### config.mk
export PLATFORM = sky130hd
export DESIGN_NAME = ucsbece154b_perfmon_flat
export DESIGN_NICKNAME = d
export VERILOG_FILES = /design/src/rtl/ucsbece154b_perfmon_pkg.sv /design/src/rtl/ucsbece154b_perfmon_if.sv /design/src/rtl/ucsbece154b_perfmon_halt_det.sv /design/src/rtl/ucsbece154b_perfmon.sv /design/src/flat_wrapper.sv
export SDC_FILE = /design/constraint.sdc
export NUM_CORES = 1
export LEC_CHECK = 0
export BUFFER_PORTS_ARGS = -buffer_cell sky130_fd_sc_hd__buf_4
export CAP_MARGIN = 20
export CORE_UTILIZATION = 40
export CTS_CLUSTER_SIZE = 20
export DETAILED_ROUTE_END_ITERATION = 10
export HOLD_SLACK_MARGIN = 0.05
export PLACE_DENSITY_LB_ADDON = 0.08
export SYNTH_ARGS = -nofsm -noshare
export SYNTH_HDL_FRONTEND = slang
export SYNTH_SLANG_ARGS = --single-unit
### constraint.sdc
create_clock -name clk -period 7.07 [get_ports clk]
set_clock_uncertainty 0.05 [all_clocks]
set_input_delay 1.0605 -clock clk [delete_from_list [all_inputs] [get_ports clk]]
set_output_delay 1.0605 -clock clk [all_outputs]
set_load 0.05 [all_outputs]
### src/rtl/ucsbece154b_perfmon_pkg.sv
// Shared constants, FSM encoding and small helpers for the dual-issue performance monitor.
package ucsbece154b_perfmon_pkg;

  localparam logic [6:0]  OP_BRANCH = 7'b1100011;
  localparam logic [6:0]  OP_JAL    = 7'b1101111;
  localparam logic [6:0]  OP_JALR   = 7'b1100111;
  localparam logic [31:0] NOP_INSTR = 32'h00000013;

  typedef enum logic [1:0] {
    IDLE = 2'd0,
    RUN  = 2'd1,
    DONE = 2'd2
  } state_e;

  // Both all-zero (bubble) and canonical addi x0,x0,0 are treated as non-instructions.
  function automatic logic is_real_instr(input logic [31:0] instr);
    return (instr != 32'h0) && (instr != NOP_INSTR);
  endfunction

  function automatic logic [1:0] count2(input logic a, input logic b);
    return {1'b0, a} + {1'b0, b};
  endfunction

endpackage

### src/rtl/ucsbece154b_perfmon_if.sv
// Pipeline tap bundle: both slots of fetch, decode and execute as seen by the monitor.
// The pipeline drives every signal (master); the monitor only observes (slave). No handshake.
interface ucsbece154b_perfmon_if;
  logic [31:0] PCF_i, PCF2_i;
  logic [31:0] InstrF_i, InstrF2_i;
  logic [31:0] InstrD_i, InstrD2_i;
  logic [6:0]  opE_i, opE2_i;
  logic        Mispredict_i, Mispredict2_i;
  logic        BranchTakenF_i, BranchTakenF2_i;

  modport master (
    output PCF_i, PCF2_i, InstrF_i, InstrF2_i, InstrD_i, InstrD2_i,
           opE_i, opE2_i, Mispredict_i, Mispredict2_i, BranchTakenF_i, BranchTakenF2_i
  );

  modport slave (
    input PCF_i, PCF2_i, InstrF_i, InstrF2_i, InstrD_i, InstrD2_i,
          opE_i, opE2_i, Mispredict_i, Mispredict2_i, BranchTakenF_i, BranchTakenF2_i
  );
endinterface

### src/rtl/ucsbece154b_perfmon_halt_det.sv
// End-of-program detector: both fetch slots parked on a NOP at the same PC as last RUN cycle.
module ucsbece154b_perfmon_halt_det
  import ucsbece154b_perfmon_pkg::*;
(
  input  logic        clk,
  input  logic        reset,
  input  logic        clear_i,
  input  logic        run_i,
  input  logic [31:0] pc1_i,
  input  logic [31:0] pc2_i,
  input  logic [31:0] instr1_i,
  input  logic [31:0] instr2_i,
  output logic        halt_o
);

  logic [31:0] prev_pc1_q, prev_pc1_d;
  logic [31:0] prev_pc2_q, prev_pc2_d;

  always_comb begin
    prev_pc1_d = prev_pc1_q;
    prev_pc2_d = prev_pc2_q;
    if (clear_i) begin
      prev_pc1_d = '0;
      prev_pc2_d = '0;
    end else if (run_i) begin
      prev_pc1_d = pc1_i;
      prev_pc2_d = pc2_i;
    end
  end

  always_ff @(posedge clk) begin
    if (reset) begin
      prev_pc1_q <= '0;
      prev_pc2_q <= '0;
    end else begin
      prev_pc1_q <= prev_pc1_d;
      prev_pc2_q <= prev_pc2_d;
    end
  end

  assign halt_o = run_i
               && (pc1_i == prev_pc1_q) && (instr1_i == NOP_INSTR)
               && (pc2_i == prev_pc2_q) && (instr2_i == NOP_INSTR);

endmodule

### src/rtl/ucsbece154b_perfmon.sv
// Dual-issue performance monitor with halt/timeout detection; counters saturate and freeze in DONE.
// Jump counters exist only when PERFMON_JUMP_EN is defined; otherwise they read as zero.
module ucsbece154b_perfmon
  import ucsbece154b_perfmon_pkg::*;
#(
  parameter int CNT_WIDTH  = 32,
  parameter int MAX_CYCLES = 500
) (
  input  logic                 clk,
  input  logic                 reset,
  input  logic                 enable_i,
  input  logic                 clear_i,
  ucsbece154b_perfmon_if.slave tap,
  output logic [CNT_WIDTH-1:0] cycle_count_o,
  output logic [CNT_WIDTH-1:0] instr_count_o,
  output logic [CNT_WIDTH-1:0] branch_count_o,
  output logic [CNT_WIDTH-1:0] branch_miss_o,
  output logic [CNT_WIDTH-1:0] jump_count_o,
  output logic [CNT_WIDTH-1:0] jump_miss_o,
  output logic                 running_o,
  output logic                 done_o,
  output logic                 timeout_o,
  output state_e               state_o
);

  function automatic logic [CNT_WIDTH-1:0] sat_add(input logic [CNT_WIDTH-1:0] a,
                                                   input logic [1:0] inc);
    logic [CNT_WIDTH:0] sum;
    sum = {1'b0, a} + {{(CNT_WIDTH-1){1'b0}}, inc};
    return sum[CNT_WIDTH] ? {CNT_WIDTH{1'b1}} : sum[CNT_WIDTH-1:0];
  endfunction

  state_e               state_q, state_d;
  logic [CNT_WIDTH-1:0] cycle_count_q, cycle_count_d;
  logic [CNT_WIDTH-1:0] instr_count_q, instr_count_d;
  logic [CNT_WIDTH-1:0] branch_count_q, branch_count_d;
  logic [CNT_WIDTH-1:0] branch_miss_q, branch_miss_d;
  logic                 timeout_q, timeout_d;
  logic                 count_en, halt, at_limit, br1, br2;

  assign count_en = (state_q == RUN);
  assign br1      = (tap.opE_i  == OP_BRANCH);
  assign br2      = (tap.opE2_i == OP_BRANCH);
  // Widened compare so a narrow counter can never alias a large cycle limit.
  assign at_limit = (64'(cycle_count_q) == 64'(MAX_CYCLES - 1));

  ucsbece154b_perfmon_halt_det u_halt_det (
    .clk      (clk),
    .reset    (reset),
    .clear_i  (clear_i),
    .run_i    (count_en),
    .pc1_i    (tap.PCF_i),
    .pc2_i    (tap.PCF2_i),
    .instr1_i (tap.InstrF_i),
    .instr2_i (tap.InstrF2_i),
    .halt_o   (halt)
  );

  always_comb begin
    state_d        = state_q;
    cycle_count_d  = cycle_count_q;
    instr_count_d  = instr_count_q;
    branch_count_d = branch_count_q;
    branch_miss_d  = branch_miss_q;
    timeout_d      = timeout_q;
    case (state_q)
      IDLE: if (enable_i) state_d = RUN;
      RUN: begin
        cycle_count_d  = sat_add(cycle_count_q, 2'd1);
        instr_count_d  = sat_add(instr_count_q,
                           count2(is_real_instr(tap.InstrD_i), is_real_instr(tap.InstrD2_i)));
        branch_count_d = sat_add(branch_count_q, count2(br1, br2));
        branch_miss_d  = sat_add(branch_miss_q,
                           count2(br1 && tap.Mispredict_i, br2 && tap.Mispredict2_i));
        // A genuine halt takes precedence over a coincident timeout.
        if (halt) begin
          state_d   = DONE;
          timeout_d = 1'b0;
        end else if (at_limit) begin
          state_d   = DONE;
          timeout_d = 1'b1;
        end
      end
      DONE:    state_d = DONE;
      default: state_d = IDLE;
    endcase
    if (clear_i) begin
      state_d        = IDLE;
      cycle_count_d  = '0;
      instr_count_d  = '0;
      branch_count_d = '0;
      branch_miss_d  = '0;
      timeout_d      = 1'b0;
    end
  end

  always_ff @(posedge clk) begin
    if (reset) begin
      state_q        <= IDLE;
      cycle_count_q  <= '0;
      instr_count_q  <= '0;
      branch_count_q <= '0;
      branch_miss_q  <= '0;
      timeout_q      <= 1'b0;
    end else begin
      state_q        <= state_d;
      cycle_count_q  <= cycle_count_d;
      instr_count_q  <= instr_count_d;
      branch_count_q <= branch_count_d;
      branch_miss_q  <= branch_miss_d;
      timeout_q      <= timeout_d;
    end
  end

`ifdef PERFMON_JUMP_EN
  logic [CNT_WIDTH-1:0] jump_count_q, jump_count_d;
  logic [CNT_WIDTH-1:0] jump_miss_q, jump_miss_d;
  logic                 jmp1, jmp2;

  assign jmp1 = (tap.opE_i  == OP_JAL) || (tap.opE_i  == OP_JALR);
  assign jmp2 = (tap.opE2_i == OP_JAL) || (tap.opE2_i == OP_JALR);

  // A jump that fetch did not predict taken counts as a miss.
  always_comb begin
    jump_count_d = jump_count_q;
    jump_miss_d  = jump_miss_q;
    if (clear_i) begin
      jump_count_d = '0;
      jump_miss_d  = '0;
    end else if (count_en) begin
      jump_count_d = sat_add(jump_count_q, count2(jmp1, jmp2));
      jump_miss_d  = sat_add(jump_miss_q,
                       count2(jmp1 && !tap.BranchTakenF_i, jmp2 && !tap.BranchTakenF2_i));
    end
  end

  always_ff @(posedge clk) begin
    if (reset) begin
      jump_count_q <= '0;
      jump_miss_q  <= '0;
    end else begin
      jump_count_q <= jump_count_d;
      jump_miss_q  <= jump_miss_d;
    end
  end

  assign jump_count_o = jump_count_q;
  assign jump_miss_o  = jump_miss_q;
`else
  logic unused_jump;
  assign unused_jump  = ^{tap.BranchTakenF_i, tap.BranchTakenF2_i};
  assign jump_count_o = '0;
  assign jump_miss_o  = '0;
`endif

  assign cycle_count_o  = cycle_count_q;
  assign instr_count_o  = instr_count_q;
  assign branch_count_o = branch_count_q;
  assign branch_miss_o  = branch_miss_q;
  assign timeout_o      = timeout_q;
  assign running_o      = (state_q == RUN);
  assign done_o         = (state_q == DONE);
  assign state_o        = state_q;

endmodule
### src/flat_wrapper.sv
// flat-port wrapper written by rule: the top's interface ports become plain ports
module ucsbece154b_perfmon_flat import ucsbece154b_perfmon_pkg::*;
#(
  parameter int CNT_WIDTH  = 32,
  parameter int MAX_CYCLES = 500
)
  (clk, reset, enable_i, clear_i, cycle_count_o, instr_count_o, branch_count_o, branch_miss_o, jump_count_o, jump_miss_o, running_o, done_o, timeout_o, state_o, tap_PCF_i, tap_PCF2_i, tap_InstrF_i, tap_InstrF2_i, tap_InstrD_i, tap_InstrD2_i, tap_opE_i, tap_opE2_i, tap_Mispredict_i, tap_Mispredict2_i, tap_BranchTakenF_i, tap_BranchTakenF2_i);
  ucsbece154b_perfmon_if tap_i ();
  input  logic clk;
  input  logic reset;
  input  logic enable_i;
  input  logic clear_i;
  output logic [CNT_WIDTH-1:0] cycle_count_o;
  output logic [CNT_WIDTH-1:0] instr_count_o;
  output logic [CNT_WIDTH-1:0] branch_count_o;
  output logic [CNT_WIDTH-1:0] branch_miss_o;
  output logic [CNT_WIDTH-1:0] jump_count_o;
  output logic [CNT_WIDTH-1:0] jump_miss_o;
  output logic running_o;
  output logic done_o;
  output logic timeout_o;
  output state_e state_o;
  input wire logic [$bits(tap_i.PCF_i)-1:0] tap_PCF_i;
  input wire logic [$bits(tap_i.PCF2_i)-1:0] tap_PCF2_i;
  input wire logic [$bits(tap_i.InstrF_i)-1:0] tap_InstrF_i;
  input wire logic [$bits(tap_i.InstrF2_i)-1:0] tap_InstrF2_i;
  input wire logic [$bits(tap_i.InstrD_i)-1:0] tap_InstrD_i;
  input wire logic [$bits(tap_i.InstrD2_i)-1:0] tap_InstrD2_i;
  input wire logic [$bits(tap_i.opE_i)-1:0] tap_opE_i;
  input wire logic [$bits(tap_i.opE2_i)-1:0] tap_opE2_i;
  input wire logic [$bits(tap_i.Mispredict_i)-1:0] tap_Mispredict_i;
  input wire logic [$bits(tap_i.Mispredict2_i)-1:0] tap_Mispredict2_i;
  input wire logic [$bits(tap_i.BranchTakenF_i)-1:0] tap_BranchTakenF_i;
  input wire logic [$bits(tap_i.BranchTakenF2_i)-1:0] tap_BranchTakenF2_i;
  assign tap_i.PCF_i = tap_PCF_i;
  assign tap_i.PCF2_i = tap_PCF2_i;
  assign tap_i.InstrF_i = tap_InstrF_i;
  assign tap_i.InstrF2_i = tap_InstrF2_i;
  assign tap_i.InstrD_i = tap_InstrD_i;
  assign tap_i.InstrD2_i = tap_InstrD2_i;
  assign tap_i.opE_i = tap_opE_i;
  assign tap_i.opE2_i = tap_opE2_i;
  assign tap_i.Mispredict_i = tap_Mispredict_i;
  assign tap_i.Mispredict2_i = tap_Mispredict2_i;
  assign tap_i.BranchTakenF_i = tap_BranchTakenF_i;
  assign tap_i.BranchTakenF2_i = tap_BranchTakenF2_i;
  ucsbece154b_perfmon #(.CNT_WIDTH(CNT_WIDTH), .MAX_CYCLES(MAX_CYCLES)) u_core (.clk(clk), .reset(reset), .enable_i(enable_i), .clear_i(clear_i), .tap(tap_i), .cycle_count_o(cycle_count_o), .instr_count_o(instr_count_o), .branch_count_o(branch_count_o), .branch_miss_o(branch_miss_o), .jump_count_o(jump_count_o), .jump_miss_o(jump_miss_o), .running_o(running_o), .done_o(done_o), .timeout_o(timeout_o), .state_o(state_o));
endmodule
# Yosys cells after proc, flatten, opt, wreduce, memory -nomap -nowiden
# Index checks and enable logic that the tools add are counted.
# word_totals
input_bits,214
out_inout_bits,197
regBits,195
# op_classes
muxes,10
n_eq_ne,13
add_sub_neg,7
n_reduce_logical,15
# op_table
operator,n
2-to-1 mux 32 bit,4
adder 32 x 2 -> 33 bit,3
equality test 32 bit,2
equality test 32 x 5 -> 1 bit (second input constant),2
!= test 32 x 5 -> 1 bit (second input constant),2
nonzero test 32 bit,2
adder 32 x 1 -> 33 bit (second input constant),1
equality test 32 x 9 -> 1 bit (second input constant),1
equality test 7 bit (second input constant),2
logical AND 1 bit,8
adder 1 x 1 -> 2 bit,3
2-to-1 mux 2 bit,3
one-hot mux 2 bit (3 select lines),1
AND reduction 2 bit,2
!= test 3 x 1 -> 1 bit (second input constant),1
equality test 2 x 1 -> 1 bit (second input constant),1
equality test 2 bit (second input constant),1
zero test 2 bit,1
2-to-1 mux 1 bit,2
!= test 2 bit (second input constant),1
nonzero test 2 bit,1
OR reduction 2 bit,1

# Depth between registers and ports, before layout
# Gate-level depths: netlist of run 1.
# logic_depth
word_depth,7
depth_mapped,13
ltp_nobuf,12

# By module
# Synthesis of run 1 repeated with hierarchy kept, for this count alone.
# hier_totals
cells_unflattened,1205
hier_area_um2,10387.5
# by_module_without_submodules
mod,cells_per_inst,instances,area_per_inst_um2
ucsbece154b_perfmon,868,1,7204.4
ucsbece154b_perfmon_halt_det,337,1,3183.1

# Worst setup path after synthesis of run 1
# Ideal clock, no wire load.
# synth_path
path_type,in2reg
from,in tap_opE_i[2]
to,reg u_core.branch_miss_q[16] (netlist: u_core.branch_miss_o[16])
setup_ps,70
arrival_ps,3789
slack_ps,3161
cell_stages,13
path_cell_list,nor4bb_1 > nand4b_1 > nor2_1 > fa_1 > ha_1 > nand3_1 > nor4_1 > and4_1 > and2_0 > nand2b_1 > clkbuf_1 > clkbuf_1 > a21oi_1
# synth_between
elab_chain_len,5
# synth_rtl
element,line_no,text
"start, declared",flat_wrapper.sv:29,input wire logic [$bits(tap_i.opE_i)-1:0] tap_opE_i;
equality test 7 bit,ucsbece154b_perfmon.sv:42,assign br1 = (tap.opE_i == OP_BRANCH);
logical AND 1 bit,ucsbece154b_perfmon.sv:74,"count2(br1 && tap.Mispredict_i, br2 && tap.Mispredict2_i));"
adder 1 x 1 -> 2 bit,ucsbece154b_perfmon_pkg.sv:21,"return {1'b0, a} + {1'b0, b};"
adder 32 x 2 -> 33 bit,ucsbece154b_perfmon.sv:29,"sum = {1'b0, a} + {{(CNT_WIDTH-1){1'b0}}, inc};"
2-to-1 mux 32 bit,ucsbece154b_perfmon.sv:30,return sum[CNT_WIDTH] ? {CNT_WIDTH{1'b1}} : sum[CNT_WIDTH-1:0];
"end signal, assigned",ucsbece154b_perfmon.sv:110,branch_miss_q <= branch_miss_d;
"end, declared",ucsbece154b_perfmon.sv:37,"logic [CNT_WIDTH-1:0] branch_miss_q, branch_miss_d;"
# No other way between the ends.
# A chain may end at the register's enable or synchronous reset.

# Worst setup path in the final report of run 1
# layout_path
from,in tap_opE_i[2]
to,reg u_core.branch_miss_q[4] (netlist: u_core.branch_miss_o[4])
# The elaborated chain is that of the path after synthesis.

==> results of run 1 <==
-- synth_stat cells, types with 2 or more instances --
library cell    n  area (µm²)
a21oi_1        99         495
o21ai_0        11        55.1
or2_2           4        25.0
a211oi_1        5        37.5
o221a_2         3        33.8
nand3_1        47         235
nand4_1        46         288
nor3_1         27         135
dfxtp_1       195        3900
a2111oi_0       5        43.8
and2_0          2        12.5
nor4_1         43         269
o22ai_1         4        25.0
fa_1            3        60.1
o221ai_1        2        17.5
and3_1         30         188
or3_1           4        25.0
nor2b_1         4        25.0
clkbuf_1       42         158
nor2_1        122         458
ha_1            7        87.6
buf_4          65         488
o2bb2ai_1       3        26.3
xnor2_1        61         534
a22oi_1         2        15.0
and2_1          8        50.1
xor2_1         70         613
a21o_1          4        30.0
inv_1          39         146
nand4b_1        3        26.3
mux2i_1        75         751
o41ai_1         2        17.5
a31oi_1         9        56.3
and4_1         14         123
nand2b_1        5        31.3
nor4bb_1        2        20.0
o2111ai_1       2        17.5
nand2_1        63         236
-- worst max-delay path: cells and delay by family --
| family | cells | cell delay [ns] |
|---|---|---|
| simple gates | 8 | 2.95 |
| buf+inv | 1 | 0.11 |
| fa+ha+maj | 2 | 0.41 |
| compound gates | 1 | 0.33 |
-- metal layers --
metal  GRT usage (%)  up-vias  wire length, µm  share of wire, %
li1                -     4561                -                 -
met1            27.1     4167            12300                45
met2            34.5      253            12600                46
met3            7.74       15             2020               7.4
met4            4.28        2              239              0.88
met5               0        -               17             0.063
-- stage by stage --
stage	hold slack, ns	utilization, %	worst slack (ns)	area [µm²]
after global placement	0.423	51.5	2.09	12500
final	0.449	54.1	2.52	13200
after detailed placement	0.437	51.5	1.99	12500
after CTS	0.455	53.9	2.46	13100
after floorplan	0.410	-	3.16	10100
after global routing	0.483	54.1	2.08	13200
-- worst paths after layout --
| kind | from | to | cells past startpoint |
|---|---|---|---|
| setup / recovery | tap_opE_i[2] | u_core.branch_miss_o[4] | 12 |
| hold / removal | u_core.u_halt_det.prev_pc2_q[7] | u_core.u_halt_det.prev_pc2_q[7] | 2 |
| setup reg to reg | u_core.state_o[0] | u_core.branch_miss_o[4] | 7 |
| hold reg to reg | u_core.u_halt_det.prev_pc2_q[7] | u_core.u_halt_det.prev_pc2_q[7] | 2 |
-- cells by family after synthesis --
group | share of synthesized area [%]
muxes | 7.58
buffers and inverters | 8.08
other | 0.0378
adders and majority gates | 1.49
and+or+nand+nor | 22.5
AOI/OAI and AO/OA | 9.36
DFF | 39.4
xor gates and xnor gates | 11.6
-- flip-flops by register name, summed over array words and instances (netlist names) --
register                      flops
u_core.branch_count_o            32
u_core.branch_miss_o             32
u_core.cycle_count_o             32
u_core.instr_count_o             32
u_core.state_o                    2
u_core.timeout_o                  1
u_core.u_halt_det.prev_pc1_q     32
u_core.u_halt_det.prev_pc2_q     32
-- placed cells by master, fill, tap and decap left out, types with 3 or more instances in the layout --
master and n:
a2111oi_0 5, a211oi_1 5, a21o_1 4, a21oi_1 99
a31oi_1 9, and2_1 8, and3_1 30, and4_1 14
buf_4 348, clkbuf_16 17, conb_1 64, dfxtp_1 195
fa_1 3, ha_1 6, inv_1 39, inv_6 6
inv_8 3, mux2i_1 75, nand2_1 63, nand2b_1 5
nand3_1 47, nand4_1 46, nand4b_1 3, nor2_1 122
nor2b_1 4, nor3_1 27, nor4_1 43, o21ai_0 11
o221a_2 3, o22ai_1 4, o2bb2ai_1 3, or2_2 3
or3_1 4, xnor2_1 61, xor2_1 70
-- power by group through the flow --
| stage | combinational [mW] | clock, mW | sequential, mW |
|---|---|---|---|
| 2_1_floorplan | 0.177 | 0 | 1.14 |
| 3_3_place_gp | 0.271 | 0 | 1.13 |
| 3_5_place_dp | 0.273 | 0 | 1.14 |
| 4_1_cts | 0.274 | 1.01 | 1.11 |
| 5_1_grt | 0.293 | 1.05 | 1.11 |
| 6_report | 0.274 | 0.977 | 1.11 |
-- layout make-up --
cell class	instances	area (µm²)	area share, %
timing repair buffer	350	2660	20.2
inverter	39	146	1.11
sequential	195	3900	29.7
multi-input combinational	869	5460	41.5
clock buffer	18	429	3.26
tap	324	405	3.08
clock inverter	14	163	1.24
==> impl_metrics.tcl, run 1 <==
set metrics [dict create \
    clkPwrFrac_pct 41.4 \
    layout-drive-gt1-share_pct 26.5 \
    cts_buffer_depth 2 \
    p_leak_nw 5.29 \
    p_per_area_nw_per_um2 179 \
    die_w_um 159 \
    gr-total-overflow 0 \
    p_int_mw 1.73 \
    num_vias 8998 \
    synth_cell_types 55 \
    antenna_cells 0 \
    critPathCaptureType "register" \
    rrSetupSlack_ns 3.43 \
    synth-seq-cells 195 \
    hpwlAfterDp_mm 20.3 \
    layout.cells.non_filler 1809 \
    cts-resized-gates 0 \
    io_buffers 344 \
    ant_nets 0 \
    numCtsBuffers 17 \
    slew_violations 0 \
    area_delta_synth_final_pct 32.8 \
    grt_max_degree 78 \
    antenna_found_initial 1 \
    crit_arrival_ns 4.85 \
    grt_pass1_wl_mm 43.9 \
    die_h_um 159 \
    synth_edf_count 0 \
    outcome "complete, no violations" \
    cts_setup_buffers 0 \
    wl_mm 27.2 \
    path_max_fanout 27 \
    p_comb_share_pct 11.6 \
    fill_cells 2356 \
    cts_sinks 195 \
    seqPwrFrac_pct 47.0 \
    worstPathRequired_ns 7.37 \
    nNetsFinal 1696 \
    ios 411 \
    rsz0062_at_grt "false" \
    syn_avg_cell_area_um2 8.62 \
    rows 57 \
    p_switching_mw 0.635 \
    cpMaxStageDelayCell "nor4_1" \
    relSlewSlack_pct 28.3 \
    start_util_pct 40.7 \
    ctsRootBufferMaster "clkbuf_16" \
    wire_per_inst_um 15.0 \
    max_freq_ghz 0.220 \
    htree_levels 4 \
    grt_pass1_vias 8439 \
    dieArea_um2 25400 \
    finalCriticalPeriod_ns 4.55 \
    dr.pass1.iters 4 \
    start_kind "input port" \
    max-vdd-ir-drop_uv 122 \
    tightest_slew_ns 1.08 \
    crit_type "input port to register" \
    track_usage_pct 21.3 \
    syn_area_um2 9910 \
    holdBufCountCts 0 \
    fin_crit_sh_pct 64.4 \
    drv_cap 0 \
    drcViolationCount 0 \
    vias_per_cell 4.97 \
    setup_tns_ns 0 \
    hold_viol 0 \
    path_clk_slew_ns 0.08 \
    clock_latency_ns 0.43 \
    first_iter_violations 510 \
    ys.flop_type "dfxtp_1" \
    synthArstFlopShare_pct 0 \
    dp_cells 1774 \
    critPathMaxStageDelay_ns 0.87 \
    switching_share_pct 26.9 \
    path_cells "buf_4, nor4bb_1, nand4b_1, nor2_1, fa_1, ha_1, nand3_1, nor4_1, and4_1, and2_0, nand2b_1, a21oi_1" \
    core_um2 24300 \
    setup_violations 0 \
    finalPower_mw 2.36 \
    synth_seq_area_share_pct 39.4 \
    hp-class "register to register" \
    synth_cells 1149 \
    gp_congestion 0.844 \
    yosysWarnings 0 \
    cts_tree "built" \
]
(Power assumes the default switching activity.)
==> inputs of run 2 (changes only) <==
Clock period 7.07 ns to 4.54 ns, I/O delays scaled along.
==> run 2 against run 1 <==
  * Flip-flop and latch count unchanged
  * Die area unchanged
  * Core utilization about the same
  * Worst hold slack improved by 0.0027 ns
  * Sequential share of layout area about the same
==> impl_metrics.tcl, run 2 (synthesis gave the netlist of run 1 again) <==
set metrics [dict create \
    final_common_cell "buf_4" \
    htree_levels 4 \
    critPathBufInv 4 \
    finalPower_mw 3.61 \
    crit_path_frequent_cell "buf_4" \
    drv_cap 0 \
    p_per_area_nw_per_um2 275 \
    setup_violations 0 \
    rr_endpoint "u_core.cycle_count_o[31]" \
    clkPwrFrac_pct 40.3 \
    cpLargestDelayFamily "simple AND/OR/NAND/NOR gates" \
    cpMaxStageDelayCell "fa_1" \
    die_w_um 159 \
    io_buffers 344 \
    slew_violations 0 \
    grt_pass1_vias 8502 \
    crit_arrival_ns 3.61 \
    track_usage_pct 21.7 \
    wl_mm 27.6 \
    design_area_um2 13200 \
    start_kind "input port" \
    rsz0062_at_grt "false" \
    p_int_mw 2.64 \
    rrSetupSlack_ns 1.23 \
    path_clk_slew_ns 0.07 \
    grt_max_degree 115 \
    finalWorstSetupSlack_ns 1.23 \
    grt_pass1_wl_mm 44.7 \
    ff2ff_path_depth 7 \
    gp_congestion 0.844 \
    ctsRootBufferMaster "clkbuf_16" \
    area_delta_synth_final_pct 32.7 \
    holdBufCountCts 0 \
    wire_per_inst_um 15.2 \
    p_leak_nw 5.29 \
    whs_path_depth 2 \
    layout_common_cells "355 x buf_4, 195 x dfxtp_1, 122 x nor2_1" \
    worstPathRequired_ns 4.84 \
    path_cells "buf_4, nor4bb_1, nand4b_1, fa_1, inv_1, ha_1, nand3_1, nor4_2, buf_4, and2_1, nand2_1, buf_4, a21oi_1" \
    antenna_found_initial 0 \
    rows 57 \
    layout.cells.non_filler 1814 \
    start_util_pct 40.7 \
    max-vdd-ir-drop_uv 195 \
    cts_buffer_depth 2 \
    fin_crit_sh_pct 72.9 \
    relSlewSlack_pct 38.7 \
    crit_type "input port to register" \
    path_max_fanout 15 \
    p_comb_share_pct 11.9 \
    seqPwrFrac_pct 47.8 \
    hp-class "register to register" \
    clock_latency_ns 0.43 \
    critPathCaptureType "register" \
    finalCriticalPeriod_ns 3.31 \
    p_switching_mw 0.975 \
    hpwlAfterDp_mm 20.9 \
    critPathMaxStageDelay_ns 0.43 \
    layout-drive-gt1-share_pct 26.7 \
    outcome "complete, no violations" \
    cts_sinks 195 \
    cts-resized-gates 0 \
    drcViolationCount 0 \
    cts_setup_buffers 0 \
    vias_per_cell 4.99 \
    ios 411 \
    ant_nets 0 \
    numCtsBuffers 17 \
    dr.pass1.iters 5 \
    place_area_um2 12600 \
    antenna_cells 0 \
    r2r_start "u_core.state_o[0]" \
    nNetsFinal 1702 \
    hold_viol 0 \
    timing.hold.ws_ns 0.451 \
    dpl_worst_slack_ns 0.746 \
    setup_tns_ns 0 \
    cts_tree "built" \
    worstHoldEndpoint "u_core.u_halt_det.prev_pc2_q[9]" \
    die_h_um 159 \
    num_vias 9058 \
    dieArea_um2 25400 \
    dp_cells 1783 \
    hold_start "u_core.u_halt_det.prev_pc2_q[9]" \
    critPathLaunch "tap_opE_i[2]" \
    max_freq_ghz 0.302 \
    gr-total-overflow 0 \
    first_iter_violations 455 \
    tightest_slew_ns 0.920 \
    switching_share_pct 27.0 \
    core_um2 24300 \
    fin_util_pct 54.1 \
]
[run 2: power groups by stage]
stage / combinational (mW) / clock [mW] / sequential, mW
final: 0.428 / 1.45 / 1.73
after global routing: 0.457 / 1.57 / 1.73
after CTS: 0.430 / 1.50 / 1.73
after detailed placement: 0.429 / 0 / 1.77
after global placement: 0.425 / 0 / 1.77
after floorplan: 0.276 / 0 / 1.77
[run 2: worst min-delay path: cells and delay by family (launching register included)]
| family | cells | cell delay (ns) |
|---|---|---|
| muxes | 1 | 0.07 |
| and+or+nand+nor | 1 | 0.07 |
| DFF | 1 | 0.33 |
[run 2: per-layer routing]
layer | share of wire, % | global-route usage [%]
met5 | 0 | 0
met4 | 1.0 | 4.63
met3 | 7.1 | 7.24
met2 | 47 | 35.4
met1 | 45 | 27.8
[run 2: worst max-delay path by stage]
stage,cells past startpoint,endpoint
floorplan,13,u_core.branch_miss_o[16]
global placement,13,u_core.branch_count_o[23]
detailed placement,13,u_core.branch_count_o[21]
CTS,7,u_core.cycle_count_o[31]
global route,13,u_core.branch_count_o[18]
finish,13,u_core.branch_count_o[23]
[run 2: final cells by class]
type,count,area (µm²)
Tap cell,324,405
Multi-Input combinational cell,869,5460
Sequential cell,195,3900
Timing Repair Buffer,356,2690
Fill cell,2418,11200
Clock buffer,19,443
Inverter,39,146
Clock inverter,12,113
